--- src/rtl/fetch_stage.sv ---
// Instruction-fetch stage: owns the PC, issues imem requests and drives the IF/ID latch into DECODE.
// Optional macro FETCH_PERF_CNT_EN adds saturating fetch_count / stall_count outputs.
module fetch_stage #(
    parameter logic [15:0] RESET_PC = 16'h0000
) (
    input  logic        clk,
    input  logic        rst_n,
    input  logic        stall,
    input  logic        BranchTaken,
    input  logic [15:0] BranchAddr,
    input  logic        HLT,
    output logic        imem_req,
    output logic [15:0] imem_addr,
    input  logic [15:0] imem_rdata,
    input  logic        imem_valid,
    output logic [15:0] instruction,
    output logic [15:0] PC_plus_2,
    output logic        if_valid,
    output logic [15:0] PC,
    output logic        halted
`ifdef FETCH_PERF_CNT_EN
    ,
    output logic [15:0] fetch_count,
    output logic [15:0] stall_count
`endif
);

    typedef enum logic [2:0] {
        FETCH,
        SQUASH,
        BUFFER,
        DRAIN_HALT,
        HALTED
    } state_t;

    state_t      state;
    logic [15:0] buf_word;
    logic [15:0] pc_next2;
    logic        do_halt;
    logic        do_branch;

    assign pc_next2  = PC + 16'd2;
    assign do_halt   = if_valid & HLT & ~stall;
    assign do_branch = if_valid & BranchTaken & ~stall;

    // imem_addr is its own register: during SQUASH/DRAIN_HALT it must keep the
    // outstanding address while PC already holds the redirect/halt target.
    always_ff @(posedge clk or negedge rst_n) begin
        if (!rst_n) begin
            state       <= FETCH;
            PC          <= RESET_PC;
            imem_addr   <= RESET_PC;
            imem_req    <= 1'b1;
            instruction <= '0;
            PC_plus_2   <= '0;
            if_valid    <= 1'b0;
            halted      <= 1'b0;
            buf_word    <= '0;
        end else begin
            case (state)
                FETCH: begin
                    if (do_halt) begin
                        PC          <= PC_plus_2;
                        if_valid    <= 1'b0;
                        instruction <= '0;
                        halted      <= 1'b1;
                        if (imem_valid) begin
                            state    <= HALTED;
                            imem_req <= 1'b0;
                        end else begin
                            state <= DRAIN_HALT;
                        end
                    end else if (do_branch) begin
                        PC          <= BranchAddr;
                        if_valid    <= 1'b0;
                        instruction <= '0;
                        if (imem_valid) begin
                            imem_addr <= BranchAddr;
                        end else begin
                            state <= SQUASH;
                        end
                    end else if (imem_valid) begin
                        PC        <= pc_next2;
                        imem_addr <= pc_next2;
                        if (stall) begin
                            buf_word <= imem_rdata;
                            state    <= BUFFER;
                            imem_req <= 1'b0;
                        end else begin
                            instruction <= imem_rdata;
                            PC_plus_2   <= pc_next2;
                            if_valid    <= 1'b1;
                        end
                    end else if (!stall) begin
                        if_valid <= 1'b0;
                    end
                end

                SQUASH: begin
                    if (imem_valid) begin
                        imem_addr <= PC;
                        state     <= FETCH;
                    end
                end

                // PC already points past the buffered word, so it doubles as its PC_plus_2.
                BUFFER: begin
                    if (!stall) begin
                        if (do_halt) begin
                            PC          <= PC_plus_2;
                            if_valid    <= 1'b0;
                            instruction <= '0;
                            halted      <= 1'b1;
                            state       <= HALTED;
                        end else if (do_branch) begin
                            PC          <= BranchAddr;
                            imem_addr   <= BranchAddr;
                            if_valid    <= 1'b0;
                            instruction <= '0;
                            imem_req    <= 1'b1;
                            state       <= FETCH;
                        end else begin
                            instruction <= buf_word;
                            PC_plus_2   <= PC;
                            if_valid    <= 1'b1;
                            imem_req    <= 1'b1;
                            state       <= FETCH;
                        end
                    end
                end

                DRAIN_HALT: begin
                    if (imem_valid) begin
                        imem_req <= 1'b0;
                        state    <= HALTED;
                    end
                end

                HALTED: begin
                end

                default: state <= FETCH;
            endcase
        end
    end

`ifdef FETCH_PERF_CNT_EN
    logic load_ifid;
    logic stall_seen;

    assign load_ifid  = ~stall & ~do_halt & ~do_branch &
                        (((state == FETCH) & imem_valid) | (state == BUFFER));
    assign stall_seen = stall & ((state == FETCH) | (state == BUFFER));

    always_ff @(posedge clk or negedge rst_n) begin
        if (!rst_n) begin
            fetch_count <= '0;
            stall_count <= '0;
        end else begin
            if (load_ifid && fetch_count != 16'hFFFF) begin
                fetch_count <= fetch_count + 16'd1;
            end
            if (stall_seen && stall_count != 16'hFFFF) begin
                stall_count <= stall_count + 16'd1;
            end
        end
    end
`endif

endmodule

--- config.mk ---
export PLATFORM = sky130hd
export DESIGN_NAME = fetch_stage
export DESIGN_NICKNAME = d
export VERILOG_FILES = /design/src/rtl/fetch_stage.sv
export SDC_FILE = /design/constraint.sdc
export NUM_CORES = 1
export LEC_CHECK = 0
export ABC_AREA = 1
export CAP_MARGIN = 10
export CORE_MARGIN = 3
export CORE_UTILIZATION = 47
export DETAILED_ROUTE_END_ITERATION = 8
export MAX_ROUTING_LAYER = met4
export PLACE_DENSITY = 0.74
export SYNTH_ARGS = -nofsm -noshare
export SYNTH_HDL_FRONTEND = slang
export SYNTH_SLANG_ARGS = --single-unit
--- constraint.sdc ---
create_clock -name clk -period 1.5 [get_ports clk]
set_clock_uncertainty 0.1 [all_clocks]
set_input_delay 0.3 -clock clk [delete_from_list [all_inputs] [get_ports clk]]
set_output_delay 0.3 -clock clk [all_outputs]
set_load 0.02 [all_outputs]
==> results.md, run 1 <==
- Run status: finished, violations left
- Failing checks: setup timing
- Area leader, netlist: dfrtp_1
- Critical R2R Launch: PC[1]$_DFFE_PN0P_
- Maximum vdd drop: roughly 0.4 mV
- Die X: approximately 110 µm
- Sequential fraction of the synthesis area: ~44%
- Setup_tns: -14930 ps
- CP required: about 1700 ps
- Die Ht: roughly 110 µm
- Vias per Instance: about 5.8
- # fillers: 703
- Port bufs: 104
- Top-area cell type share of the netlist area: approximately 43%
- Clock latency on the worst-skew pair: about 370 ps
- Max Used Layer: met4
- Core footprint: 9950 µm²
- Layout area overhead: 55.6%
- Global Route Usage Sum: between 30% and 40%
- Avg WL per Cell: 18.4 µm
- CP startpoint kind: register
- HPWL after DPL: 10700 µm
- Setup ws final: -294 ps
- Crit path kind: reg2reg
- Setup violators final: 86
- Crit. Startpoint: PC[1]$_DFFE_PN0P_
- GPL Wtd Cong: ~0.9
- Final Power: 4.75 mW
- Slew Viols, Final: 0
- FF-to-FF setup slack: -290 ps
- Post-Layout Inst Area: 7630 µm²
- # diodes: 0
- Vias in the first global route: about 5.3k
- Post-synthesis cell type count: 34
- Initial antenna violation count: 0
- Via count: 5688
- CP arrival: between 1500 and 2000 ps
- Maxcap violations: 0
- Initial DRC Count: 519
- Met3 wire len: about 1600 µm
- Share of cells above drive strength 1: a little under two fifths
- Least-Margin Pin Slew: roughly 480 ps
- CTS H-tree depth: 3
- Net count, final: 887
- 1st-pass router iterations: 5
- Clock sink total: 86
- Worst-path clk slew: around 100 ps
- Mean Syn Cell Area: approximately 7.5 µm²
- Final hold vios: 0
- Effective utilization at floorplan: between 40% and 50%
- DR WL met2: about 9000 µm
- Drc violations: 0
- Post-Synthesis Cells: between 600 and 700
- Largest net degree at the start of global routing: a little under 90
- CTS root buf: clkbuf_8
- Post-synth net total: between 600 and 700
- Worst setup EP type: register
- Pwr dens: 623 nW/µm²
- Bufs on Longest Clock Path: 2
- Final wirelength: between 15000 and 20000 µm
- Pre-CTS WS: -546 ps
- Reg2Reg Capture Point: PC[5]$_DFFE_PN0P_
- Max_slew headroom: between 60% and 70%
- IO Count: 105
- Clock tree from TritonCTS: done
- Syn Std Cell Area: slightly below 5000 µm²
- Std-Cell Rows: 36
- WL met1: slightly below 7000 µm
- Yosys Warn Count: 0
- First-pass GRT wire length: around 27000 µm
- Worst r2r path cells: 9
- Period utilisation layout: 120%
- Flops & latches, synth: 86
- Grt ovf: 0
- Tmin final: around 1800 ps
- Max Fclk: roughly 560 MHz
- RSZ-0062 raised after global routing: true
- Placed cell areas: about 6700 µm²
- Clock buffer count from CTS: 9
- Worst Hold Class: in2async
- Pleak: 3.68 nW
- Die area: between 10000 and 15000 µm²
- ANT nets after route: 0
- Largest cells by area after synthesis: dfrtp_1, nand2_1, nand3_1
- Critical path peak fanout: 4
==> layer usage <==
metal,vias up,track usage (%)
li1,2568,-
met1,2715,39.0
met2,334,48.1
met3,71,5.49
met4,0,10.5
met5,-,-
==> where the power goes <==
part           switching [mW]  internal (mW)  leakage (nW)  total, mW
combinational           0.359          0.286          2.48      0.645
clock                    1.01          0.661         0.102       1.68
sequential             0.0550           2.38          1.10       2.43
total                    1.43           3.32          3.68       4.75
==> sequential cells by signal, indices dropped and copies added, names as in the netlist <==
register	count
halted	1
imem_req	1
PC	16
buf_word	16
state	3
PC_plus_2	16
if_valid	1
imem_addr	16
instruction	16
==> worst max-delay path by stage <==
stage / slack [ps] / to / depth (start not counted)
after floorplan: -90 / imem_addr[10]$_DFFE_PN0P_ / 9
after CTS: -180 / imem_addr[12]$_DFFE_PN0P_ / 8
final: -290 / PC[5]$_DFFE_PN0P_ / 9
after detailed placement: -550 / instruction[15]$_DFFE_PN0P_ / 8
after global placement: -470 / PC[12]$_DFFE_PN0P_ / 9
after global routing: -370 / PC[5]$_DFFE_PN0P_ / 9
==> metrics by stage <==
| step | utilization, % | instances | hold WS, ps |
|---|---|---|---|
| after detailed placement | 66.8 | 936 | 279 |
| after global routing | 76.7 | 986 | 412 |
| after floorplan | - | 653 | -95.6 |
| after global placement | 66.8 | 936 | 277 |
| after CTS | 73.4 | 974 | 392 |
| final | 76.7 | 986 | 366 |
==> cell type report <==
cell class | instances | area (µm²) | share of cell area (%)
multi-input cells | 493 | 2940 | 38.5
clock buffers | 9 | 124 | 1.62
clock inverters | 7 | 71.3 | 0.934
inverters | 47 | 196 | 2.57
repair buffers | 207 | 1930 | 25.3
well taps | 133 | 166 | 2.18
repair inverters | 4 | 42.5 | 0.557
flip-flops and latches | 86 | 2160 | 28.3
==> Yosys cell counts, drive strengths merged <==
| master | number |
|---|---|
| a211oi | 1 |
| a21boi | 1 |
| a21oi | 28 |
| a31oi | 18 |
| buf | 22 |
| clkbuf | 7 |
| dfrtp | 85 |
| dfstp | 1 |
| ha | 1 |
| inv | 47 |
| mux2 | 16 |
| nand2 | 173 |
| nand3 | 79 |
| nand4 | 4 |
| nor2 | 89 |
| nor3 | 3 |
| o211ai | 9 |
| o21ai | 50 |
| o21bai | 1 |
| o22ai | 6 |
| or2 | 9 |
| xor2 | 3 |
==> timing repair <==
| item | CTS | global route |
|---|---|---|
| pin swaps | 15 | 33 |
| setup endpoints to repair | 151 | 125 |
| buffers inserted | 13 | 10 |
| cloned | 8 | 5 |
| hold endpoints to repair | 85 | 0 |
| hold buffers | 1 | 0 |
| resized for setup | 226 | 148 |
==> cells by family (layout without fill, tap and decap cells) <==
kind of cell | count (synthesis) | count (layout) | synth area share [%]
AOI/OAI and AO/OA | 114 | 114 | 13.0
DFF | 86 | 86 | 43.9
adders and majority gates | 1 | 1 | 0.255
and+or+nand+nor | 357 | 359 | 31.7
xor gates and xnor gates | 3 | 3 | 0.536
buffers and inverters | 76 | 274 | 6.94
muxes | 16 | 16 | 3.67
==> worst max-delay path, stage by stage (launching register included) <==
cell     delay [ps]
dfrtp_2         460
ha_4            180
nand3_4         130
buf_4           140
xor2_1          250
nand2_1         120
nand3_1          90
nand2_1          60
nand3_1          70
nand2_1          80
==> layout by cell type (no fill, tap or decap), drive strengths merged, types with 2 or more instances in the layout <==
master,count
clkdlybuf4s15,27
or2,9
xor2,3
o21ai,50
o22ai,6
clkbuf,38
buf,113
inv,54
clkinv,4
o211ai,9
nor2,91
a31oi,18
dlymetal6s2s,2
nand3,79
nand2,173
clkdlybuf4s50,34
nand4,4
nor3,3
a21oi,28
dfrtp,85
mux2,16
No activity file was read; power rests on OpenSTA's default activity.
==> inputs of run 2 (changes only) <==
--- a/config.mk
+++ b/config.mk
@@ -7,11 +7,13 @@
 export LEC_CHECK = 0
 export ABC_AREA = 1
 export CAP_MARGIN = 10
+export CELL_PAD_IN_SITES_DETAIL_PLACEMENT = 0
+export CELL_PAD_IN_SITES_GLOBAL_PLACEMENT = 1
 export CORE_MARGIN = 3
-export CORE_UTILIZATION = 47
+export CORE_UTILIZATION = 33
 export DETAILED_ROUTE_END_ITERATION = 8
 export MAX_ROUTING_LAYER = met4
-export PLACE_DENSITY = 0.74
+export PLACE_DENSITY = 0.72
 export SYNTH_ARGS = -nofsm -noshare
 export SYNTH_HDL_FRONTEND = slang
 export SYNTH_SLANG_ARGS = --single-unit
==> run 2 against run 1 <==
Against the previous run: the flow still finishes with violations (setup timing); critical path depth rose by 1; via count fell by 5.6%; final cell count rose by 3.5%; first-iteration DRC count fell by 11%; routed wire length rose by 0.67%; highest routed layer unchanged; die area rose by 40%; final area rose by 2.9%; sequential power barely moved; combinational power rose by 1%; worst hold slack improved by 0.61 ps; sequential share of layout area fell by 0.76 points; sequential cell count did not move; critical path type unchanged.
==> results.md, run 2 (synthesized netlist as in run 1, its figures left out) <==
- Seq pwr share: 45.7%
- Setup violators final: 85
- GPL Wtd Cong: 0.913
- Grt ovf: 0
- WP buf/inv: 2
- Share of cells above drive strength 1: 35.6%
- Worst r2r path cells: 10
- Clock latency on the worst-skew pair: approximately 360 ps
- Layout area overhead: 60.1%
- Port bufs: approximately 100
- Critical path peak fanout: 6
- CP startpoint kind: register
- Via count: around 5.4k
- CP required: 1650 ps
- Initial DRC Count: approximately 460
- Crit path kind: reg2reg
- Max_slew headroom: between 70% and 80%
- Die area: 16400 µm²
- CTS H-tree depth: 3
- Effective utilization at floorplan: 34.5%
- # diodes: 0
- P_int: between 3 and 4 mW
- Setup ws final: -221 ps
- Avg WL per Cell: approximately 18 µm
- # fillers: between 1k and 1.5k
- Maxcap violations: 0
- CP delay by family, top: simple AND/OR/NAND/NOR gates
- Final wirelength: ~18000 µm
- Clock power frac: a little over two fifths
- Period utilisation layout: 115%
- Drc violations: 0
- Die Ht: approximately 130 µm
- First-pass GRT wire length: 28500 µm
- Max Fclk: 581 MHz
- Clock tree from TritonCTS: done
- Global Route Usage Sum: 22.8%
- Std-Cell Rows: 43
- CTS root buf: clkbuf_16
- Pleak: ~3.8 nW
- CP arrival: around 1900 ps
- Critical path depth: 10
- Final Power: roughly 5.3 mW
- Fin util: a little under three fifths
- ANT nets after route: 0
- HPWL after DPL: approximately 11000 µm
- Register area: around 2200 µm²
- Crit-path slowest cell: dfrtp_2
- Multi-input logic area: ~3000 µm²
- Pwr dens: 675 nW/µm²
- CP most frequent cell: nor2_4
- Commonest cells after routing, fill and taps aside: nand2_1, dfrtp_1, nand3_1
- Comb pwr share: between 10% and 20%
- Vias in the first global route: 5310
- Bufs on Longest Clock Path: 2
- Clock buffer count from CTS: 9
- Initial antenna violation count: 0
- Sw Share: 27.5%
- Worst-path clk slew: about 70 ps
- Crit path largest cell delay: ~440 ps
- Cell chain of the critical path: nor2_4 -> nand2_4 -> buf_12 -> nor2_4 -> nor2_4 -> nand2_4 -> clkbuf_16 -> a21oi_2 -> nand2_1 -> nand2_1
- Tmin final: 1720 ps
- Maximum vdd drop: about 0.65 mV
- Die X: 128 µm
- Clock sink total: between 80 and 90
- Final hold vios: 0
- Most common cell after layout, fill and taps aside: nand2_1
- Vias per Instance: around 5.3
- Slew Viols, Final: 0
- Worst setup EP type: register
- Core footprint: between 10000 and 15000 µm²
- Run status: finished, violations left
- RSZ-0062 raised after global routing: true
- Least-Margin Pin Slew: roughly 330 ps
- Largest net degree at the start of global routing: 52
- IO Count: approximately 110
- Failing checks: setup timing
- Psw: 1.46 mW
- Worst Hold Class: in2async
- 1st-pass router iterations: 4
- Net count, final: between 800 and 900
[run 2: cell count changes in the layout (fill, tap and decap cells not counted), sizes merged, moves of 2 or more]
| cell | delta |
|---|---|
| buf | -14 |
| clkbuf | -15 |
| inv | -2 |
| clkdlybuf4s15 | -6 |
| dlymetal6s2s | -2 |
| dlygate4sd2 | +25 |
[run 2: final cells by class]
class,count,share of cell area [%]
tap,180,2.87
inverter,47,2.60
clock inverter,6,0.558
timing repair inverter,4,0.637
multi-input combinational,493,38.4
clock buffer,10,3.04
sequential,86,27.6
timing repair buffer,195,24.4
[run 2: routing by layer]
layer | wire length, µm | vias up | global-route usage, %
met3 | 972 | 32 | 4.00
met5 | 0 | - | -
met1 | 8140 | 2621 | 29.7
li1 | - | 2539 | -
met4 | 435 | 0 | 8.93
met2 | 8750 | 177 | 35.6
[run 2: path summary, 6_finish.rpt]
kind	startpoint	to	slack, ps
setup / recovery	state[2]$_DFFE_PN0P_	PC[10]$_DFFE_PN0P_	-220
hold / removal	rst_n	PC[0]$_DFFE_PN0P_	370
setup reg to reg	state[2]$_DFFE_PN0P_	PC[10]$_DFFE_PN0P_	-220
hold reg to reg	imem_addr[1]$_DFFE_PN0P_	imem_addr[1]$_DFFE_PN0P_	390
max in group asynchronous	rst_n	PC[10]$_DFFE_PN0P_	640
min in group clk	imem_addr[1]$_DFFE_PN0P_	imem_addr[1]$_DFFE_PN0P_	390
[run 2: power groups by stage]
stage	Combinational, mW	Clock (mW)	Sequential [mW]
after floorplan	0.173	0	2.53
after global placement	0.621	0	2.46
after detailed placement	0.624	0	2.46
after CTS	0.600	2.26	2.42
after global routing	0.710	2.37	2.43
final	0.652	2.22	2.42
[run 2: what timing repair did]
item,CTS,global route
setup buffers,11,9
hold buffers,1,0
setup endpoints to repair,152,113
resized for setup,184,146
cloned,9,2
endpoints found under the hold margin,85,0
pin swaps,16,39
[run 2: worst register-to-register path: cells and delay by family (launching register included)]
kind / cells / cell delay [ps]
AOI/OAI and AO/OA: 1 / 40
buffers and inverters: 2 / 340
DFF: 1 / 440
and+or+nand+nor: 7 / 710
[run 2: through the flow]
step	area, µm²	setup slack (ps)	setup TNS, ps	instances	hold WS, ps
CTS	7430	-202	-12830	1016	379
finish	7850	-221	-12250	1021	367
detailed placement	6700	-611	-44270	979	199
global route	7850	-308	-19560	1021	404
floorplan	5000	-89.0	-2580	653	-95.6
global placement	6700	-563	-42500	979	203
